### src/rtl/uart_tx_scheduler.sv
// Two-client round-robin byte scheduler feeding a UART TX path that has no busy flag.
// Holds the grant for a whole packet and paces start pulses by a fixed frame interval.
module uart_tx_scheduler #(
  parameter logic [31:0] CLK_FREQ      = 32'd50_000_000,
  parameter logic [31:0] UART_BAUD     = 32'd115200,
  parameter int unsigned STOP_GAP_BITS = 1
) (
  input  logic       uart_clk_in,
  input  logic       reset_n,
  input  logic       req0_valid,
  input  logic [7:0] req0_data,
  input  logic       req0_last,
  output logic       req0_ready,
  input  logic       req1_valid,
  input  logic [7:0] req1_data,
  input  logic       req1_last,
  output logic       req1_ready,
  output logic [7:0] uart_tx_data,
  output logic       uart_tx_enable,
  output logic [1:0] grant,
  output logic       tx_busy
);

  localparam int unsigned BIT_CYCLES   = CLK_FREQ / UART_BAUD;
  localparam int unsigned FRAME_CYCLES = BIT_CYCLES * (32'd10 + STOP_GAP_BITS);
  // The transfer cycle and the GAP->ACCEPT hop account for the missing two cycles.
  localparam logic [15:0] GAP_LOAD     = 16'(FRAME_CYCLES - 32'd2);

  if (FRAME_CYCLES < 2 || FRAME_CYCLES >= 65536) begin : g_frame_range_check
    $error("uart_tx_scheduler: FRAME_CYCLES must be in [2, 65535]");
  end

  typedef enum logic [1:0] {
    IDLE,
    ACCEPT,
    GAP
  } state_e;

  state_e      state_q,     state_d;
  logic        owner_q,     owner_d;
  logic        rr_next_q,   rr_next_d;
  logic [15:0] gap_cnt_q,   gap_cnt_d;
  logic        last_flag_q, last_flag_d;
  logic [7:0]  tx_data_q,   tx_data_d;
  logic        tx_en_q,     tx_en_d;
  logic [1:0]  grant_q,     grant_d;

  logic       own_valid;
  logic [7:0] own_data;
  logic       own_last;

  always_comb begin
    own_valid = owner_q ? req1_valid : req0_valid;
    own_data  = owner_q ? req1_data  : req0_data;
    own_last  = owner_q ? req1_last  : req0_last;
  end

  always_comb begin
    state_d     = state_q;
    owner_d     = owner_q;
    rr_next_d   = rr_next_q;
    gap_cnt_d   = gap_cnt_q;
    last_flag_d = last_flag_q;
    tx_data_d   = tx_data_q;
    tx_en_d     = 1'b0;
    grant_d     = grant_q;

    unique case (state_q)
      IDLE: begin
        if (req0_valid || req1_valid) begin
          owner_d = (req0_valid && req1_valid) ? rr_next_q : req1_valid;
          grant_d = owner_d ? 2'b10 : 2'b01;
          state_d = ACCEPT;
        end
      end
      ACCEPT: begin
        if (own_valid) begin
          tx_data_d   = own_data;
          tx_en_d     = 1'b1;
          last_flag_d = own_last;
          gap_cnt_d   = GAP_LOAD;
          state_d     = GAP;
        end
      end
      GAP: begin
        if (gap_cnt_q != '0) begin
          gap_cnt_d = gap_cnt_q - 16'd1;
        end else if (last_flag_q) begin
          rr_next_d = ~owner_q;
          grant_d   = '0;
          state_d   = IDLE;
        end else begin
          state_d = ACCEPT;
        end
      end
      default: begin
        state_d = IDLE;
        grant_d = '0;
      end
    endcase
  end

  always_ff @(posedge uart_clk_in or negedge reset_n) begin
    if (!reset_n) begin
      state_q     <= IDLE;
      owner_q     <= 1'b0;
      rr_next_q   <= 1'b0;
      gap_cnt_q   <= '0;
      last_flag_q <= 1'b0;
      tx_data_q   <= '0;
      tx_en_q     <= 1'b0;
      grant_q     <= '0;
    end else begin
      state_q     <= state_d;
      owner_q     <= owner_d;
      rr_next_q   <= rr_next_d;
      gap_cnt_q   <= gap_cnt_d;
      last_flag_q <= last_flag_d;
      tx_data_q   <= tx_data_d;
      tx_en_q     <= tx_en_d;
      grant_q     <= grant_d;
    end
  end

  assign req0_ready     = (state_q == ACCEPT) && !owner_q;
  assign req1_ready     = (state_q == ACCEPT) &&  owner_q;
  assign uart_tx_data   = tx_data_q;
  assign uart_tx_enable = tx_en_q;
  assign grant          = grant_q;
  assign tx_busy        = (state_q != IDLE);

endmodule

### config.mk
export PLATFORM = sky130hd
export DESIGN_NAME = uart_tx_scheduler
export DESIGN_NICKNAME = d
export VERILOG_FILES = /design/src/rtl/uart_tx_scheduler.sv
export SDC_FILE = /design/constraint.sdc
export NUM_CORES = 1
export LEC_CHECK = 0
export ABC_AREA = 1
export CAP_MARGIN = 20
export CORE_MARGIN = 3
export CORE_UTILIZATION = 23
export DETAILED_ROUTE_END_ITERATION = 8
export PLACE_DENSITY_LB_ADDON = 0.12
export RECOVER_POWER = 50
export SYNTH_ARGS = -nofsm -noshare
export SYNTH_HDL_FRONTEND = slang
export SYNTH_SLANG_ARGS = --single-unit
### constraint.sdc
create_clock -name uart_clk_in -period 2.1 [get_ports uart_clk_in]
set_input_delay 0.42 -clock uart_clk_in [delete_from_list [all_inputs] [get_ports uart_clk_in]]
set_output_delay 0.42 -clock uart_clk_in [all_outputs]
set_load 0.01 [all_outputs]
==> results of run 1 <==
==> logic make-up (layout without fill, tap and decap cells) <==
kind of cell / after synthesis / count (layout) / synth area share
XOR/XNOR: 5 / 5 / 0.0238
AO/OA/AOI/OAI: 30 / 30 / 0.103
adder cells (fa/ha/maj): 1 / 1 / 0.00679
AND/OR/NAND/NOR: 153 / 153 / 0.359
flip-flops: 32 / 32 / 0.435
buffers and inverters: 30 / 73 / 0.0727
==> power groups by stage <==
stage / Clock (W) / Combinational, W / Sequential, W
2_1_floorplan: 0 / 0.00132 / 0.00108
3_3_place_gp: 0 / 0.00199 / 0.00108
3_5_place_dp: 0 / 0.00199 / 0.00108
4_1_cts: 0.000540 / 0.00200 / 0.00107
5_1_grt: 0.000560 / 0.00224 / 0.00112
6_report: 0.000509 / 0.00195 / 0.00107
==> layout make-up <==
cell class / instances / share of cell area
multi-input cells: 189 / 0.376
clock buffers: 7 / 0.0358
well taps: 102 / 0.0529
repair buffers: 42 / 0.165
clock inverters: 1 / 0.00311
flip-flops and latches: 32 / 0.332
inverters: 23 / 0.0358
==> metrics by stage <==
| stage | worst slack (ns) | power [W] |
|---|---|---|
| 3_3_place_gp | 0.220 | 0.00307 |
| 5_1_grt | 0.0259 | 0.00391 |
| 4_1_cts | 0.141 | 0.00361 |
| 3_5_place_dp | 0.205 | 0.00307 |
| 2_1_floorplan | 0.494 | 0.00240 |
| 6_report | 0.149 | 0.00353 |
==> sequential cells by signal (all words and copies together), names as in the netlist <==
register / cells
last_flag_q: 1
owner_q: 1
grant: 2
gap_cnt_q: 16
state_q: 2
uart_tx_enable: 1
uart_tx_data: 8
rr_next_q: 1
==> routing by layer <==
layer  wire (um)  vias up  part of all wire  track usage
met5           0        -                 0            0
met4          90        0             0.020       0.0391
met3         308        7             0.067       0.0403
met2        1970       46              0.43        0.179
met1        2250      741              0.49        0.152
li1            -      878                 -            -
==> worst register-to-register path: stages (launching register included) <==
cell	delay [ns]
dfrtp_1	0.44
inv_1	0.12
ha_1	0.23
nand2_4	0.10
nor2_8	0.15
nand2_4	0.07
a21oi_4	0.39
o21ai_0	0.16
==> Yosys cell counts (all sizes together) <==
cell type / n
ha: 1
dfrtp: 32
a31oi: 9
a21oi: 4
nand3: 18
nand4: 1
buf: 5
clkbuf: 2
inv: 23
xor2: 5
or2: 1
o21ai: 16
nand2: 89
o22ai: 1
nand3b: 3
nor2: 41
==> worst paths after layout <==
check | start | endpoint | slack [ns]
worst max register to register | gap_cnt_q[0]$_DFFE_PN0P_ | gap_cnt_q[15]$_DFFE_PN0P_ | 0.31
worst min register to register | grant[0]$_DFFE_PN0P_ | grant[0]$_DFFE_PN0P_ | 0.46
worst max-delay path | state_q[1]$_DFFE_PN0P_ | req0_ready | 0.15
min in group asynchronous | reset_n | gap_cnt_q[6]$_DFFE_PN0P_ | 0.79
worst min-delay path | grant[0]$_DFFE_PN0P_ | grant[0]$_DFFE_PN0P_ | 0.46
max in group asynchronous | reset_n | gap_cnt_q[12]$_DFFE_PN0P_ | 0.75
==> results.py, run 1 <==
metrics = {
    "outcome": {
        "outcome": "finished clean",
    },
    "floorplanning": {
        "dieArea_um2": 9120,
        "fp.coreArea_um2": 7770,
        "pin_count": 36,
        "die_w_um": 95.5,
        "rows": 32,
        "start_util": 0.237,
        "die_h_um": 95.5,
    },
    "synthesis": {
        "syn-mean-instance-area_um2": 7.34,
        "synth_area_um2": 1840,
        "synth_top_area_share": 0.435,
        "synth_cells": 251,
        "ys_types": 27,
        "synth_nets": 274,
        "ys.warnings.count": 0,
        "synth_top_cell_by_area": "dfrtp_1",
        "synth.area.top_cells": "dfrtp_1, nand2_1, nor2_1, nand3_1, inv_1",
        "yosysSeqAreaShare": 0.435,
        "yosys_register_bits": 32,
    },
    "finish": {
        "diodes": 0,
        "fin_area_um2": 2410,
        "layout_commonest_cell": "nand2_1",
        "syn2layout_area_growth_pct": 31.0,
        "layout.area.seq_um2": 801,
        "nFillCells": 859,
        "fin_util": 0.311,
        "multi_input_area_um2": 907,
        "finalNetCount": 316,
        "drive_gt1_frac": 0.0986,
        "final_cell_mix": "nand2_1, nor2_1, dfrtp_1",
        "stdcell_count": 396,
    },
    "pwr": {
        "internal_power_w": 0.00191,
        "p_switching_w": 0.00161,
        "power_density_nw_per_um2": 1460,
        "pwr-share-seq": 0.304,
        "p_comb_frac": 0.552,
        "p_sw_frac": 0.458,
        "ir_drop_mv": 0.573,
        "pwr-share-clk": 0.144,
        "p_leak_nw": 1.15,
    },
    "detailed_routing": {
        "drt-initial-drc-count": 68,
        "drt-total-wl_mm": 4.61,
        "via_per_inst": 4.22,
        "drc": 0,
        "dr.pass1.iters": 4,
        "drt.antenna.violating_nets": 0,
        "post_drt_wl_per_cell_um": 11.6,
        "route.vias.total": 1672,
    },
    "placed_design": {
        "routabilityCongestion": 0.771,
        "place_area_um2": 2320,
        "portBuffers": 35,
        "hpwl_mm": 3.28,
        "dp.cells": 388,
    },
    "timing": {
        "rsz0062_at_grt": "no",
        "setup_viol_count_final": 0,
        "fin_worst_skew_ns": 0.00994,
        "slew_viol_final": 0,
        "min_period_over_period": 0.929,
        "max_freq_mhz": 512,
        "tns_ns": 0,
        "layout_min_cycle_time_ns": 1.95,
        "final_hold_viol_count": 0,
        "hold_ws_ns": 0.464,
        "tightest_slew_ns": 0.900,
        "slew_headroom": 0.400,
    },
    "clocking": {
        "cts_max_path_buffers": 2,
        "cts_resized": 0,
        "postCtsHoldBufs": 0,
        "clkTransAtPathRegs_ns": 0.07,
        "cts_sinks": 32,
        "h-tree-depth": 2,
        "cts_tree": "built",
        "clk_root_buffer_cell": "clkbuf_8",
        "clkLatencyLatePin_ns": 0.29,
        "postCtsSetupBuffers": 0,
        "numCtsBuffers": 5,
    },
    "global_routing": {
        "grt_max_degree": 33,
        "antenna_found_initial": 0,
        "grt.overflow.total": 0,
        "grt_use_total": 0.116,
        "grt_pass1_wl_mm": 8.16,
        "grt_pass1_vias": 1689,
    },
    "setup_path": {
        "critPathArrivalTime_ns": 1.53,
        "worstRegToRegCells": 7,
        "setup.worst_path.start_class": "flip-flop",
        "end_kind": "primary output",
        "max_stage_delay_ns": 0.55,
        "path_class": "flip-flop to primary output",
        "slowest_stage": "clkdlybuf4s50_1",
        "cp_data_required_time_ns": 1.68,
        "crit_chain": "inv_1, nand2_1, nor2_1, clkdlybuf4s50_1",
        "critPathMaxFanout": 5,
        "cp.depth": 4,
        "cp_top_family": "buffers and inverters",
        "critPathBufInv": 2,
    },
    "min_path": {
        "min_path_cells": 2,
        "hold_class": "flip-flop to flip-flop",
    },
    "job": {
        "maxCapViolCount": 0,
    },
}
No activity file was read; power rests on OpenSTA's default activity.
==> run 2: changes to the inputs <==
- CORE_ASPECT_RATIO: default -> 1.1
- CTS_CLUSTER_DIAMETER: default -> 120
==> run 2 against run 1 <==
  * Combinational power barely moved
  * Routed wire length rose by 1.6%
  * Fmax barely moved
  * Utilization rose by 0.52 points
  * Cell area did not move
  * Clock skew fell by 0.0017 ns
  * Clock-buffer cell count did not move
  * Global-route usage fell by 0.35 points
  * Critical endpoint is now req1_ready
  * Largest power group unchanged
==> results.py, run 2 (synthesized netlist as in run 1, its figures left out) <==
metrics = {
    "clocking": {
        "cts_tree": "built",
        "cts_resized": 0,
        "clk_root_buffer_cell": "clkbuf_8",
        "clkLatencyLatePin_ns": 0.29,
        "clkTransAtPathRegs_ns": 0.07,
        "h-tree-depth": 2,
        "postCtsHoldBufs": 0,
        "postCtsSetupBuffers": 0,
        "numCtsBuffers": 5,
        "cts_sinks": 32,
        "cts_max_path_buffers": 2,
    },
    "detailed_routing": {
        "drt-total-wl_mm": 4.68,
        "drt.antenna.violating_nets": 0,
        "route.vias.total": 1670,
        "dr.pass1.iters": 4,
        "post_drt_wl_per_cell_um": 11.7,
        "drc": 0,
        "drt-initial-drc-count": 57,
        "via_per_inst": 4.19,
    },
    "timing": {
        "tightest_slew_ns": 0.845,
        "tns_ns": 0,
        "setup_viol_count_final": 0,
        "layout_min_cycle_time_ns": 1.95,
        "slew_viol_final": 0,
        "slew_headroom": 0.437,
        "final_hold_viol_count": 0,
        "fin_worst_skew_ns": 0.00823,
        "max_freq_mhz": 513,
        "min_period_over_period": 0.929,
        "rsz0062_at_grt": "no",
    },
    "global_routing": {
        "grt.overflow.total": 0,
        "grt_pass1_vias": 1724,
        "grt_pass1_wl_mm": 8.25,
        "grt_max_degree": 18,
        "grt_use_total": 0.113,
        "antenna_found_initial": 0,
    },
    "floorplanning": {
        "fp.coreArea_um2": 7640,
        "dieArea_um2": 9120,
        "start_util": 0.241,
        "rows": 33,
        "die_h_um": 99.9,
        "pin_count": 36,
        "die_w_um": 91.3,
    },
    "min_path": {
        "hold_class": "input port to async pin",
    },
    "finish": {
        "diodes": 0,
        "fin_area_um2": 2410,
        "drive_gt1_frac": 0.0918,
        "layout_commonest_cell": "nand2_1",
        "regMostFlops": "gap_cnt_q",
        "syn2layout_area_growth_pct": 31.0,
        "final_cell_mix": "nand2_1, nor2_1, clkdlybuf4s50_1",
        "finalNetCount": 317,
        "nFillCells": 832,
        "layout.area.seq_um2": 802,
        "largest_reg_flops": 16,
        "multi_input_area_um2": 905,
        "fin_util": 0.316,
    },
    "placed_design": {
        "place_area_um2": 2330,
        "routabilityCongestion": 0.737,
        "portBuffers": 35,
        "hpwl_mm": 3.62,
    },
    "setup_path": {
        "setup.worst_path.start_class": "flip-flop",
        "critPathMaxFanout": 5,
        "cp_data_required_time_ns": 1.68,
        "critPathArrivalTime_ns": 1.53,
        "end_kind": "primary output",
        "path_class": "flip-flop to primary output",
    },
    "outcome": {
        "outcome": "finished clean",
    },
    "pwr": {
        "power_density_nw_per_um2": 1470,
        "total_power_w": 0.00354,
        "ir_drop_mv": 0.490,
        "p_leak_nw": 1.14,
    },
    "job": {
        "maxCapViolCount": 0,
    },
}
## run 2: cell types whose count changed in the layout (fill, tap and decap cells not counted), moves of 2 or more
| cell | delta |
|---|---|
| clkdlybuf4s50_1 | +2 |
| clkbuf_2 | -2 |
| clkbuf_1 | +3 |
| dlygate4sd3_1 | -3 |
## run 2: power breakdown
group	internal, W	total [W]	switching [W]
clock network	0.000292	0.000535	0.000243
registers	0.000871	0.00109	0.000218
logic	0.000779	0.00192	0.00114
## run 2: layout make-up
type | count | area share
clock buffers | 7 | 0.0399
inverters | 23 | 0.0358
multi-input cells | 189 | 0.375
flip-flops and latches | 32 | 0.332
well taps | 105 | 0.0544
repair buffers | 43 | 0.163
## run 2: critical path, stage by stage (launching register included)
cell             delay, ns
dfrtp_1               0.40
inv_1                 0.06
nand2_1               0.12
nor2_1                0.12
clkdlybuf4s50_1       0.55
## run 2: stage by stage
| step | hold WS [ns] | instances | setup WS (ns) |
|---|---|---|---|
| 3_5_place_dp | 0.370 | 392 | 0.199 |
| 3_3_place_gp | 0.365 | 392 | 0.235 |
| 6_report | 0.207 | 399 | 0.150 |
| 2_1_floorplan | 0.124 | 251 | 0.494 |
| 5_1_grt | 0.307 | 399 | 0.0417 |
| 4_1_cts | 0.0584 | 399 | 0.0393 |
## run 2: final timing paths
path | slack (ns) | cells after the start | startpoint | end
worst min-delay path | 0.21 | 1 | reset_n | gap_cnt_q[15]$_DFFE_PN0P_
max in group asynchronous | 0.85 | 2 | reset_n | gap_cnt_q[6]$_DFFE_PN0P_
worst min register to register | 0.48 | 2 | grant[0]$_DFFE_PN0P_ | grant[0]$_DFFE_PN0P_
worst max register to register | 0.25 | 9 | gap_cnt_q[0]$_DFFE_PN0P_ | gap_cnt_q[9]$_DFFE_PN0P_
min in group uart_clk_in | 0.48 | 2 | grant[0]$_DFFE_PN0P_ | grant[0]$_DFFE_PN0P_
worst max-delay path | 0.15 | 4 | state_q[1]$_DFFE_PN0P_ | req1_ready
## run 2: per-layer routing
metal / global-route usage / vias to the layer above / share of wire
li1: - / 880 / -
met1: 0.136 / 742 / 0.47
met2: 0.189 / 42 / 0.45
met3: 0.0405 / 6 / 0.064
met4: 0.0348 / 0 / 0.0094
met5: 0 / - / 0
==> run 3: changes to the inputs <==
- clock period: 2.1 -> 2.4 ns (I/O delays scaled with it)
==> run 3 against run 2 <==
  * The run now ends with capacitance limit, slew limit left
  * Clock power down 14%
  * Cell area shrank 0.73%
  * Setup slack improved by 0.25 ns
  * Utilization is 0.23 points lower
  * Via count shrank 0.54%
  * Hold slack better by 0.27 ns
  * Non-clock buffer count shrank 3
  * Combinational power fell by 12%
  * Clock-buffer cell count unchanged
  * First-iteration DRC count down 30%
  * Sequential cell count stayed put
==> results.py, run 3 (synthesized netlist as in run 1, its figures left out) <==
metrics = {
    "detailed_routing": {
        "drc": 0,
        "drt.antenna.violating_nets": 0,
        "drt-initial-drc-count": 40,
        "drt-total-wl_mm": 4.64,
        "met2WireLength_mm": 2.07,
        "wl_met3_um": 384,
        "dr.pass1.iters": 4,
        "route.vias.total": 1661,
        "routed.top_layer": "met4",
        "post_drt_wl_per_cell_um": 11.7,
        "via_per_inst": 4.19,
        "drt-met1-wl_mm": 2.13,
    },
    "min_path": {
        "holdCritStartpoint": "grant[0]$_DFFE_PN0P_",
        "hold_class": "flip-flop to flip-flop",
    },
    "clocking": {
        "cts_tree": "built",
        "clkTransAtPathRegs_ns": 0.07,
        "cts_max_path_buffers": 2,
        "cts_resized": 0,
        "clk_root_buffer_cell": "clkbuf_8",
        "postCtsSetupBuffers": 0,
        "numCtsBuffers": 5,
        "cts_sinks": 32,
        "h-tree-depth": 2,
        "postCtsHoldBufs": 0,
        "clkLatencyLatePin_ns": 0.28,
    },
    "floorplanning": {
        "die_w_um": 91.3,
        "rows": 33,
        "dieArea_um2": 9120,
        "pin_count": 36,
        "start_util": 0.241,
        "die_h_um": 99.9,
        "fp.coreArea_um2": 7640,
    },
    "timing": {
        "layout_min_cycle_time_ns": 2.00,
        "slew_viol_final": 33,
        "min_period_over_period": 0.834,
        "fin_worst_skew_ns": 0.00449,
        "hold_ws_ns": 0.479,
        "tightest_slew_ns": 1.84,
        "setup_viol_count_final": 0,
        "max_freq_mhz": 499,
        "rsz0062_at_grt": "no",
        "final_hold_viol_count": 0,
        "tns_ns": 0,
        "slew_headroom": -0.224,
    },
    "finish": {
        "layout_commonest_cell": "nand2_1",
        "drive_gt1_frac": 0.0859,
        "diodes": 0,
        "regMostFlops": "gap_cnt_q",
        "final_cell_mix": "nand2_1, nor2_1, clkdlybuf4s50_1",
        "fin_util": 0.314,
        "largest_reg_flops": 16,
        "nFillCells": 864,
        "finalNetCount": 314,
        "syn2layout_area_growth_pct": 30.1,
    },
    "global_routing": {
        "grt_pass1_vias": 1709,
        "grt_max_degree": 33,
        "grt_use_total": 0.112,
        "antenna_found_initial": 0,
        "grt.overflow.total": 0,
        "grt_pass1_wl_mm": 8.11,
    },
    "pwr": {
        "p_leak_nw": 1.14,
        "pwr-share-clk": 0.149,
        "p_sw_frac": 0.453,
        "p_switching_w": 0.00139,
        "p_comb_frac": 0.546,
        "ir_drop_mv": 0.546,
        "power_density_nw_per_um2": 1280,
        "total_power_w": 0.00307,
        "pwr-share-seq": 0.304,
        "internal_power_w": 0.00168,
    },
    "setup_path": {
        "cp_top_family": "buffers and inverters",
        "critPathMaxFanout": 4,
        "slowest_stage": "clkdlybuf4s50_1",
        "end_kind": "primary output",
        "r2r-start": "gap_cnt_q[0]$_DFFE_PN0P_",
        "startpoint": "state_q[1]$_DFFE_PN0P_",
        "critPathBufInv": 2,
        "setup.worst_path.start_class": "flip-flop",
        "max_stage_delay_ns": 0.49,
        "critPathArrivalTime_ns": 1.52,
        "cp_data_required_time_ns": 1.92,
        "path_class": "flip-flop to primary output",
        "crit_chain": "nor2_1, inv_1, clkdlybuf4s50_1",
    },
    "outcome": {
        "outcome": "finished with violations",
        "violations": "capacitance limit, slew limit",
    },
    "placed_design": {
        "routabilityCongestion": 0.743,
        "portBuffers": 35,
        "hpwl_mm": 3.52,
    },
    "job": {
        "maxCapViolCount": 1,
    },
}
==> run 3: cell types whose count changed in the layout (fill, tap and decap cells not counted) <==
| cell | previous run | this run |
|---|---|---|
| nand2_2 | 2 | 3 |
| clkbuf_1 | 4 | 3 |
| dfrtp_2 | 1 | 0 |
| dfrtp_1 | 31 | 32 |
| nand2_1 | 85 | 84 |
| buf_4 | 5 | 3 |
==> run 3: layout make-up <==
class                   instances  area, um^2  share of cell area
well taps                     105         131              0.0548
clock buffers                   7        96.3              0.0402
flip-flops and latches         32         801               0.334
repair buffers                 40         374               0.156
multi-input cells             189         907               0.379
inverters                      23        86.3              0.0360
==> run 3: final timing paths <==
kind	to	slack, ns	cells after the start
setup / recovery	tx_busy	0.40	3
min in group asynchronous	gap_cnt_q[7]$_DFFE_PN0P_	0.69	1
setup reg to reg	gap_cnt_q[2]$_DFFE_PN0P_	0.56	9
max in group asynchronous	rr_next_q$_DFFE_PN0P_	0.65	1
hold reg to reg	grant[0]$_DFFE_PN0P_	0.48	2
hold / removal	grant[0]$_DFFE_PN0P_	0.48	2
==> run 3: power by group through the flow <==
stage / Sequential, W / Clock, W / Combinational (W)
after floorplan: 0.000949 / 0 / 0.00115
after global placement: 0.000946 / 0 / 0.00172
after detailed placement: 0.000951 / 0 / 0.00172
after CTS: 0.000941 / 0.000484 / 0.00173
after global routing: 0.000972 / 0.000504 / 0.00191
final: 0.000934 / 0.000459 / 0.00168
==> run 3: worst register-to-register path: cells and delay by family, from the launching register on <==
kind	cells	cell delay [ns]
buffers and inverters	1	0.12
AOI/OAI and AO/OA	1	0.15
DFF	1	0.41
and+or+nand+nor	6	0.73
adders and majority gates	1	0.31
==> run 3: per-layer routing <==
metal	up-vias	GRT usage
met2	51	0.188
met1	733	0.135
met3	5	0.0390
met4	0	0.0348
met5	-	0
li1	872	-
==> run 3: per-stage QoR <==
step	area (um^2)	instances	setup WS [ns]
5_1_grt	2400	396	0.203
4_1_cts	2400	396	0.378
2_1_floorplan	1840	251	0.794
3_5_place_dp	2310	389	0.454
3_3_place_gp	2310	389	0.468
6_report	2400	396	0.397
